## config.mk

```make
export PLATFORM = sky130hd
export DESIGN_NAME = sram_port_arbiter
export DESIGN_NICKNAME = d
export VERILOG_FILES = /design/src/rtl/sram_port_arbiter.sv
export SDC_FILE = /design/constraint.sdc
export NUM_CORES = 1
export LEC_CHECK = 0
export BUFFER_PORTS_ARGS = -buffer_cell sky130_fd_sc_hd__buf_2
export CORE_MARGIN = 3
export CORE_UTILIZATION = 28
export DETAILED_ROUTE_END_ITERATION = 8
export GPL_TIMING_DRIVEN = 0
export PLACE_DENSITY_LB_ADDON = 0.05
export SETUP_SLACK_MARGIN = 0.02
export SLEW_MARGIN = 30
export SYNTH_ARGS = -nofsm -noshare
export SYNTH_HDL_FRONTEND = slang
export SYNTH_SLANG_ARGS = --single-unit
```

## constraint.sdc

```tcl
create_clock -name clk -period 1.55 [get_ports clk]
set_input_delay 0.3875 -clock clk [delete_from_list [all_inputs] [get_ports clk]]
set_output_delay 0.3875 -clock clk [all_outputs]
set_load 0.005 [all_outputs]
```

## src/rtl/sram_port_arbiter.sv

```systemverilog
// Round-robin arbiter sharing one single-port synchronous SRAM among NUM_REQ requesters.
// Optional macro SRAM_ARB_WR_PRIO_EN: valid writers outrank readers; round-robin within the class.
module sram_port_arbiter #(
  parameter  int NUM_REQ    = 2,
  parameter  int DATA_WIDTH = 32,
  parameter  int ADDR_WIDTH = 4,
  localparam int IDX_WIDTH  = $clog2(NUM_REQ)
) (
  input  logic                           clk,
  input  logic                           rst,
  input  logic [NUM_REQ-1:0]             req_valid_i,
  input  logic [NUM_REQ-1:0]             req_we_i,
  input  logic [NUM_REQ*ADDR_WIDTH-1:0]  req_addr_i,
  input  logic [NUM_REQ*DATA_WIDTH-1:0]  req_wdata_i,
  output logic [NUM_REQ-1:0]             req_grant_o,
  output logic [NUM_REQ-1:0]             rsp_valid_o,
  output logic [DATA_WIDTH-1:0]          rsp_data_o,
  output logic [ADDR_WIDTH-1:0]          sram_addr_o,
  output logic                           sram_we_o,
  output logic [DATA_WIDTH-1:0]          sram_wdata_o,
  input  logic [DATA_WIDTH-1:0]          sram_rdata_i
);

  localparam logic [IDX_WIDTH:0] NUM_REQ_W = (IDX_WIDTH+1)'(NUM_REQ);

  logic [IDX_WIDTH-1:0]  rr_ptr_reg, rr_ptr_next;
  logic                  rsp_pend_reg, rsp_pend_next;
  logic [IDX_WIDTH-1:0]  rsp_idx_reg, rsp_idx_next;

  logic [NUM_REQ-1:0]    eligible;
  logic                  win_found;
  logic [IDX_WIDTH-1:0]  win_idx;
  logic                  win_we;

  logic [ADDR_WIDTH-1:0] addr_arr  [NUM_REQ];
  logic [DATA_WIDTH-1:0] wdata_arr [NUM_REQ];

  // Modular add that stays correct when NUM_REQ is not a power of two.
  function automatic logic [IDX_WIDTH-1:0] wrap_add(input logic [IDX_WIDTH-1:0] base,
                                                    input logic [IDX_WIDTH-1:0] step);
    logic [IDX_WIDTH:0] sum;
    sum = {1'b0, base} + {1'b0, step};
    if (sum >= NUM_REQ_W) sum = sum - NUM_REQ_W;
    return sum[IDX_WIDTH-1:0];
  endfunction

  genvar gi;
  generate
    for (gi = 0; gi < NUM_REQ; gi++) begin : g_unpack
      assign addr_arr[gi]  = req_addr_i[gi*ADDR_WIDTH +: ADDR_WIDTH];
      assign wdata_arr[gi] = req_wdata_i[gi*DATA_WIDTH +: DATA_WIDTH];
    end
  endgenerate

`ifdef SRAM_ARB_WR_PRIO_EN
  logic [NUM_REQ-1:0] wr_valid;
  always_comb begin
    wr_valid = req_valid_i & req_we_i;
    eligible = (|wr_valid) ? wr_valid : req_valid_i;
    if (rst) eligible = '0;
  end
`else
  always_comb begin
    eligible = req_valid_i;
    if (rst) eligible = '0;
  end
`endif

  // First eligible requester at or after rr_ptr wins.
  always_comb begin
    win_found = 1'b0;
    win_idx   = '0;
    for (int off = 0; off < NUM_REQ; off++) begin
      if (!win_found && eligible[wrap_add(rr_ptr_reg, IDX_WIDTH'(off))]) begin
        win_found = 1'b1;
        win_idx   = wrap_add(rr_ptr_reg, IDX_WIDTH'(off));
      end
    end
  end

  assign win_we = win_found & req_we_i[win_idx];

  generate
    for (gi = 0; gi < NUM_REQ; gi++) begin : g_onehot
      assign req_grant_o[gi] = win_found && (win_idx == IDX_WIDTH'(gi));
      assign rsp_valid_o[gi] = rsp_pend_reg && (rsp_idx_reg == IDX_WIDTH'(gi));
    end
  endgenerate

  assign sram_addr_o  = win_found ? addr_arr[win_idx] : '0;
  assign sram_we_o    = win_we;
  assign sram_wdata_o = win_we ? wdata_arr[win_idx] : '0;
  assign rsp_data_o   = sram_rdata_i;

  always_comb begin
    rr_ptr_next   = rr_ptr_reg;
    rsp_pend_next = 1'b0;
    rsp_idx_next  = rsp_idx_reg;
    if (win_found) begin
      rr_ptr_next   = wrap_add(win_idx, IDX_WIDTH'(1));
      rsp_pend_next = ~win_we;
      rsp_idx_next  = win_idx;
    end
  end

  // Async reset drops any in-flight read so no response escapes afterwards.
  always_ff @(posedge clk or posedge rst) begin
    if (rst) begin
      rr_ptr_reg   <= '0;
      rsp_pend_reg <= 1'b0;
      rsp_idx_reg  <= '0;
    end else begin
      rr_ptr_reg   <= rr_ptr_next;
      rsp_pend_reg <= rsp_pend_next;
      rsp_idx_reg  <= rsp_idx_next;
    end
  end

endmodule

```

==> results of run 1 <==
[layout make-up]
cell class | count | area (um2)
fillers | 399 | 1692
multi-input cells | 117 | 950.9
repair buffers | 165 | 915.9
plain buffers | 52 | 449.2
flip-flops and latches | 3 | 75.07
well taps | 50 | 62.56
clock buffers | 4 | 45.04
inverters | 3 | 11.26
[worst max path at each step]
stage                        to  slack, ps  cells after the start
2_1_floorplan  sram_wdata_o[10]         -3                      5
3_3_place_gp   sram_wdata_o[27]       -500                      6
3_5_place_dp   sram_wdata_o[22]       -520                      6
4_1_cts        sram_wdata_o[29]       -430                      5
5_1_grt        sram_wdata_o[11]       -490                      7
6_report       sram_wdata_o[11]       -430                      7
[cell usage after synthesis, types with 2 or more instances]
cell type  number  share of area (%)
a211oi_1       11                6.5
a211oi_2       21                 21
a22o_1          4                2.7
buf_2           5                2.0
buf_4          36                 21
buf_6           4                3.5
clkbuf_1        8                2.3
dfrtp_1         3                5.9
inv_1           3               0.88
nand2b_1        3                1.5
nand3_1        32                 13
nor2_1          3               0.88
nor2b_1         2               0.98
o21ai_0        32                 13
[routing by layer]
layer | track usage (%) | part of all wire, % | vias to the layer above
met5 | 0 | 0 | -
met4 | 3.421 | 1.2 | 0
met3 | 4.104 | 12 | 8
met2 | 33.76 | 49 | 119
met1 | 22.96 | 38 | 876
li1 | - | - | 960
[cells by family after synthesis]
kind of cell    count (synthesis)  share of synthesized area (%)
compound gates                 74                          47.02
buf+inv                        56                          29.81
flops                           3                          5.865
simple gates                   43                          17.30
[metrics by stage]
stage | instance area (um2) | power (mW) | utilization (%)
after CTS | 2449 | 1.127 | 58.28
after detailed placement | 2180 | 0.7511 | 51.88
after floorplan | 1366 | 0.4917 | -
final | 2510 | 1.161 | 59.74
after global routing | 2510 | 1.248 | 59.74
after global placement | 2180 | 0.7498 | 51.88
[worst register-to-register path: cells and delay by family, from the launching register on]
kind,cells,cell delay (ps)
AO/OA/AOI/OAI,1,200
buffers and inverters,2,330
flip-flops,1,400
AND/OR/NAND/NOR,2,230
[report_power, final]
group          switching [mW]  total, mW  internal [mW]
logic                   0.381      0.836          0.455
registers             0.00996      0.100         0.0902
clock network          0.0490      0.224          0.175
[repair_timing]
item,CTS,global route
gates cloned,4,0
endpoints found under the setup margin,39,39
gates resized for setup,25,49
pin swaps,2,10
setup buffers,9,5
==> out/qor.txt, run 1 <==
# Max-Cap Violations = 0
clk sink count = 3
Slew Viols, Final = 0
vias in the first global route = 1867
post-route minimum period = 1980 ps
number of placement rows = 23
Die Y = 73.61 um
failing checks = negative setup slack
total number of vias = 1963
Worst Setup Path Type = register to output pin
Hold Buf Count CTS = 0
drt drc = 0
Seq/Total Area, Yosys = 5.865%
RSZ-0062 raised after global routing = true
hpwl dp = 4.396 mm
Worst Clk Skew = 1.960 ps
global-route wire length before repair = 8.411 mm
H-tree depth = 1
# IOs = 183
Tot GR Track Use = 18.81%
most frequent cells in the layout = 151 x buf_2, 42 x buf_4, 32 x a211oi_2, 30 x nand3_1, 18 x o21ai_1
fraction of layout cells with a size suffix above 1 = 77.33%
TritonCTS Buffers = 3
Final Cycle Share = 127.7%
register-to-register setup slack = 240 ps
ant diodes = 0
starting density of the core = 30.46%
Final nets = 455
r2r worst-path depth = 5
setup tns final = -14000 ps
Slowest cell on crit path = dfrtp_1
Final setup viols = 39
leading register cell type out of synthesis = dfrtp_1
final std cells w/o fill = 394
final hold slack = 508.4 ps
Seq cells post-synth = 3
Yosys Warn Count = 0
arrival time at the worst endpoint = 1590 ps
Area Growth Syn to Fin = 96.09%
crit path launch = rr_ptr_reg
fmax = 0.5050 GHz
Longest Clk Path Bufs = 2
ys async rst share = 100.0%
worst relative slew slack = 52.86%
crit end category = output pin
most common cell after layout, fill and taps aside = buf_2
Worst Path Required = 1160 ps
Synthesized Nets = 286
Slew @ Worst Pin = 707.0 ps
R2R Path Start = rr_ptr_reg
Worst Hold Path EP = rsp_idx_reg
max incr delay on CP = 400 ps
post-route setup slack = -430.0 ps
Mapped Area = 0.001280 mm2
Die ar. = 0.005418 mm2
peak supply drop = 0.5576 mV
Unique masters post-synth = 23
WL final = 5.658 mm
Leak = 1.262 nW
Mapped Cells = 176
Routed Antenna Nets = 0
Die Wd = 73.61 um
Top cell by count, worst path = buf_12
Final Wtd Congestion = 0.7556
CTS tree = done
largest net degree at the start of global routing = 11
First DRT Iteration DRCs = 78
Fin. Hold Viols = 0
CP bufs+invs = 4
clk_lat worst skew = 210 ps
DR vias/cell = 4.982
worst hold start = rsp_idx_reg
CP cell instances = a21boi_2 > a32oi_4 > buf_12 > buf_12 > buf_12 > a211oi_2 > buf_2
Pre-Repair DR Iteration Count = 4
Pwr per Cell Area = 462.5 mW/mm2
Setup crit start kind = register
total global routing overflow = 0
type of the tightest min-delay check = register to register
Min-Delay Path Depth = 1
port bufs = 150
Placed Cells = 376
DP Worst Slack = -517.2 ps
initial antenna violation count = 0
drt wl/cell = 14.36 um
EDFF count, synth = 0
CTS root buf = clkbuf_8
CP delay by family, top = buffers and inverters
run status = complete, but fails checks
Reg2Reg Capture Point = rsp_pend_reg
clock slew at reported path FFs = 30 ps
Placeable Area = 0.004202 mm2
critical-path maximum fanout = 5
Syn Area/Cell = 7.273 um2
(Power assumes the default switching activity.)
==> inputs of run 2 (changes only) <==
--- a/config.mk
+++ b/config.mk
@@ -5,10 +5,10 @@
 export SDC_FILE = /design/constraint.sdc
 export NUM_CORES = 1
 export LEC_CHECK = 0
-export BUFFER_PORTS_ARGS = -buffer_cell sky130_fd_sc_hd__buf_2
-export CORE_MARGIN = 3
-export CORE_UTILIZATION = 28
+export CORE_AREA = 3 3 69 71
 export DETAILED_ROUTE_END_ITERATION = 8
+export DIE_AREA = 0 0 72 74
+export DONT_BUFFER_PORTS = 1
 export GPL_TIMING_DRIVEN = 0
 export PLACE_DENSITY_LB_ADDON = 0.05
 export SETUP_SLACK_MARGIN = 0.02
==> run 2 against run 1 <==
  * The run still ends with negative setup slack left
  * Critical path depth is 3 lower
  * Utilization is 18 points lower
  * Global-route usage is 2.7 points lower
  * Count of clock-buffer cells in the layout stayed put
  * Routed wire length is 8.6% lower
  * Worst hold slack worse by 140 ps
  * Setup slack better by 110 ps
  * Register-to-register slack better by 130 ps
  * Non-clock buffer count is 156 lower
  * Die area is 1.7% lower
==> out/qor.txt, run 2 (synthesized netlist as in run 1, its figures left out) <==
run status = complete, but fails checks
failing checks = negative setup slack
initial antenna violation count = 0
Final Cycle Share = 120.9%
critical-path maximum fanout = 10
TritonCTS Buffers = 3
clk_lat worst skew = 220 ps
DP Worst Slack = -288.1 ps
hpwl dp = 4.008 mm
Leak = 0.5827 nW
most frequent cells in the layout = 38 x buf_4, 30 x nand3_1, 22 x o21ai_1, 18 x a211oi_4, 14 x a211oi_2
RSZ-0062 raised after global routing = true
DR vias/cell = 5.900
# Max-Cap Violations = 0
fmax = 0.5336 GHz
Area Growth Syn to Fin = 40.96%
starting density of the core = 29.81%
Placeable Area = 0.004294 mm2
peak supply drop = 0.4596 mV
worst relative slew slack = 37.76%
total number of vias = 1416
Worst Path Required = 1160 ps
vias in the first global route = 1378
port bufs = 0
final core utilization = 42.02%
clk sink count = 3
arrival time at the worst endpoint = 1490 ps
Setup crit start kind = register
ant diodes = 0
Final nets = 299
CTS root buf = clkbuf_8
final std cells w/o fill = 240
Slew Viols, Final = 0
post-route minimum period = 1874 ps
switching fraction of total power = 42.41%
type of the tightest min-delay check = primary input to register
global-route wire length before repair = 6.962 mm
crit end category = output pin
# IOs = 183
Pre-Repair DR Iteration Count = 4
Die Wd = 72 um
internal power = 0.5786 mW
Die Y = 74 um
Final setup viols = 38
Slew @ Worst Pin = 933.6 ps
Pwr per Cell Area = 556.8 mW/mm2
largest net degree at the start of global routing = 11
Net Switching = 0.4260 mW
most common cell after layout, fill and taps aside = buf_4
fraction of layout cells with a size suffix above 1 = 54.79%
Placed Cells = 228
Longest Clk Path Bufs = 2
First DRT Iteration DRCs = 38
sequential share of power = 9.9%
Tot GR Track Use = 16.14%
Routed Antenna Nets = 0
CP cell instances = and2b_4 > buf_8 > o21ai_1 > a211oi_4
max incr delay on CP = 400 ps
drt wl/cell = 21.55 um
Final Wtd Congestion = 0.7211
Fin. Hold Viols = 0
post-route setup slack = -324.1 ps
Die ar. = 0.005328 mm2
total global routing overflow = 0
Clock power frac = 22.8%
Slowest cell on crit path = dfrtp_1
number of placement rows = 24
H-tree depth = 1
Worst Clk Skew = 2.029 ps
Worst Setup Path Type = register to output pin
drt drc = 0
WL final = 5.173 mm
combinational power share = 67.2%
CTS tree = done
final hold slack = 369.6 ps
clock slew at reported path FFs = 30 ps
[run 2: cell count changes in the layout (fill, tap and decap cells not counted), moves of 2 or more]
cell / delta
o21ai_1: +4
clkbuf_4: -2
o21ai_2: -6
buf_6: -4
buf_2: -150
clkbuf_2: +3
o21ai_0: +3
a211oi_2: -18
a211oi_4: +18
clkbuf_8: +2
buf_4: -4
[run 2: per-stage QoR]
| stage | area, um2 | total power [mW] | setup TNS [ps] |
|---|---|---|---|
| global route | 1804 | 1.074 | -13000 |
| finish | 1804 | 1.005 | -10620 |
| detailed placement | 1431 | 0.5726 | -7263 |
| floorplan | 1366 | 0.4917 | -77.15 |
| CTS | 1673 | 0.9373 | -10790 |
| global placement | 1431 | 0.5637 | -6695 |
[run 2: path summary, 6_finish.rpt]
path | start | to | slack (ps) | depth (start not counted)
setup reg to reg | rr_ptr_reg | rsp_pend_reg | 370 | 4
max in group asynchronous | rst | rr_ptr_reg | 840 | 3
hold / removal | req_valid_i[1] | rsp_pend_reg | 370 | 2
min in group asynchronous | rst | rsp_pend_reg | 550 | 3
setup / recovery | rr_ptr_reg | sram_wdata_o[10] | -320 | 4
hold reg to reg | rsp_idx_reg | rsp_idx_reg | 500 | 1
[run 2: power by group through the flow]
stage | Clock [mW] | Combinational (mW) | Sequential (mW)
after floorplan | 0 | 0.393 | 0.0988
after global placement | 0 | 0.462 | 0.101
after detailed placement | 0 | 0.471 | 0.101
after CTS | 0.237 | 0.601 | 0.0987
after global routing | 0.245 | 0.728 | 0.101
final | 0.229 | 0.675 | 0.0999
[run 2: repair_timing]
item                                   in CTS  in global routing
pin swaps                                  17                  9
endpoints found under the hold margin       0                  0
cloned                                      3                  0
setup endpoints to repair                  38                 39
gates resized for setup                    44                 34
hold buffers                                0                  0
setup buffers                               5                  1
[run 2: per-layer routing]
layer | part of all wire (%) | vias up | wire, um | GRT usage [%]
met5 | 0 | - | 0 | 0
met4 | 0.23 | 0 | 12 | 1.879
met3 | 9.6 | 2 | 498 | 3.784
met2 | 55 | 100 | 2868 | 31.53
met1 | 35 | 687 | 1793 | 18.28
li1 | - | 627 | - | -
[run 2: area by class of cell]
class / count / area (um2)
plain buffers: 52 / 447.9
multi-input cells: 117 / 1050
inverters: 3 / 11.26
flip-flops and latches: 3 / 75.07
repair buffers: 9 / 110.1
clock buffers: 4 / 45.04
well taps: 52 / 65.06
fillers: 450 / 2490
[run 2: critical path: cells and delay by family (launching register included)]
kind | cells | cell delay, ps
buf+inv | 1 | 140
flops | 1 | 400
simple gates | 1 | 320
compound gates | 2 | 400
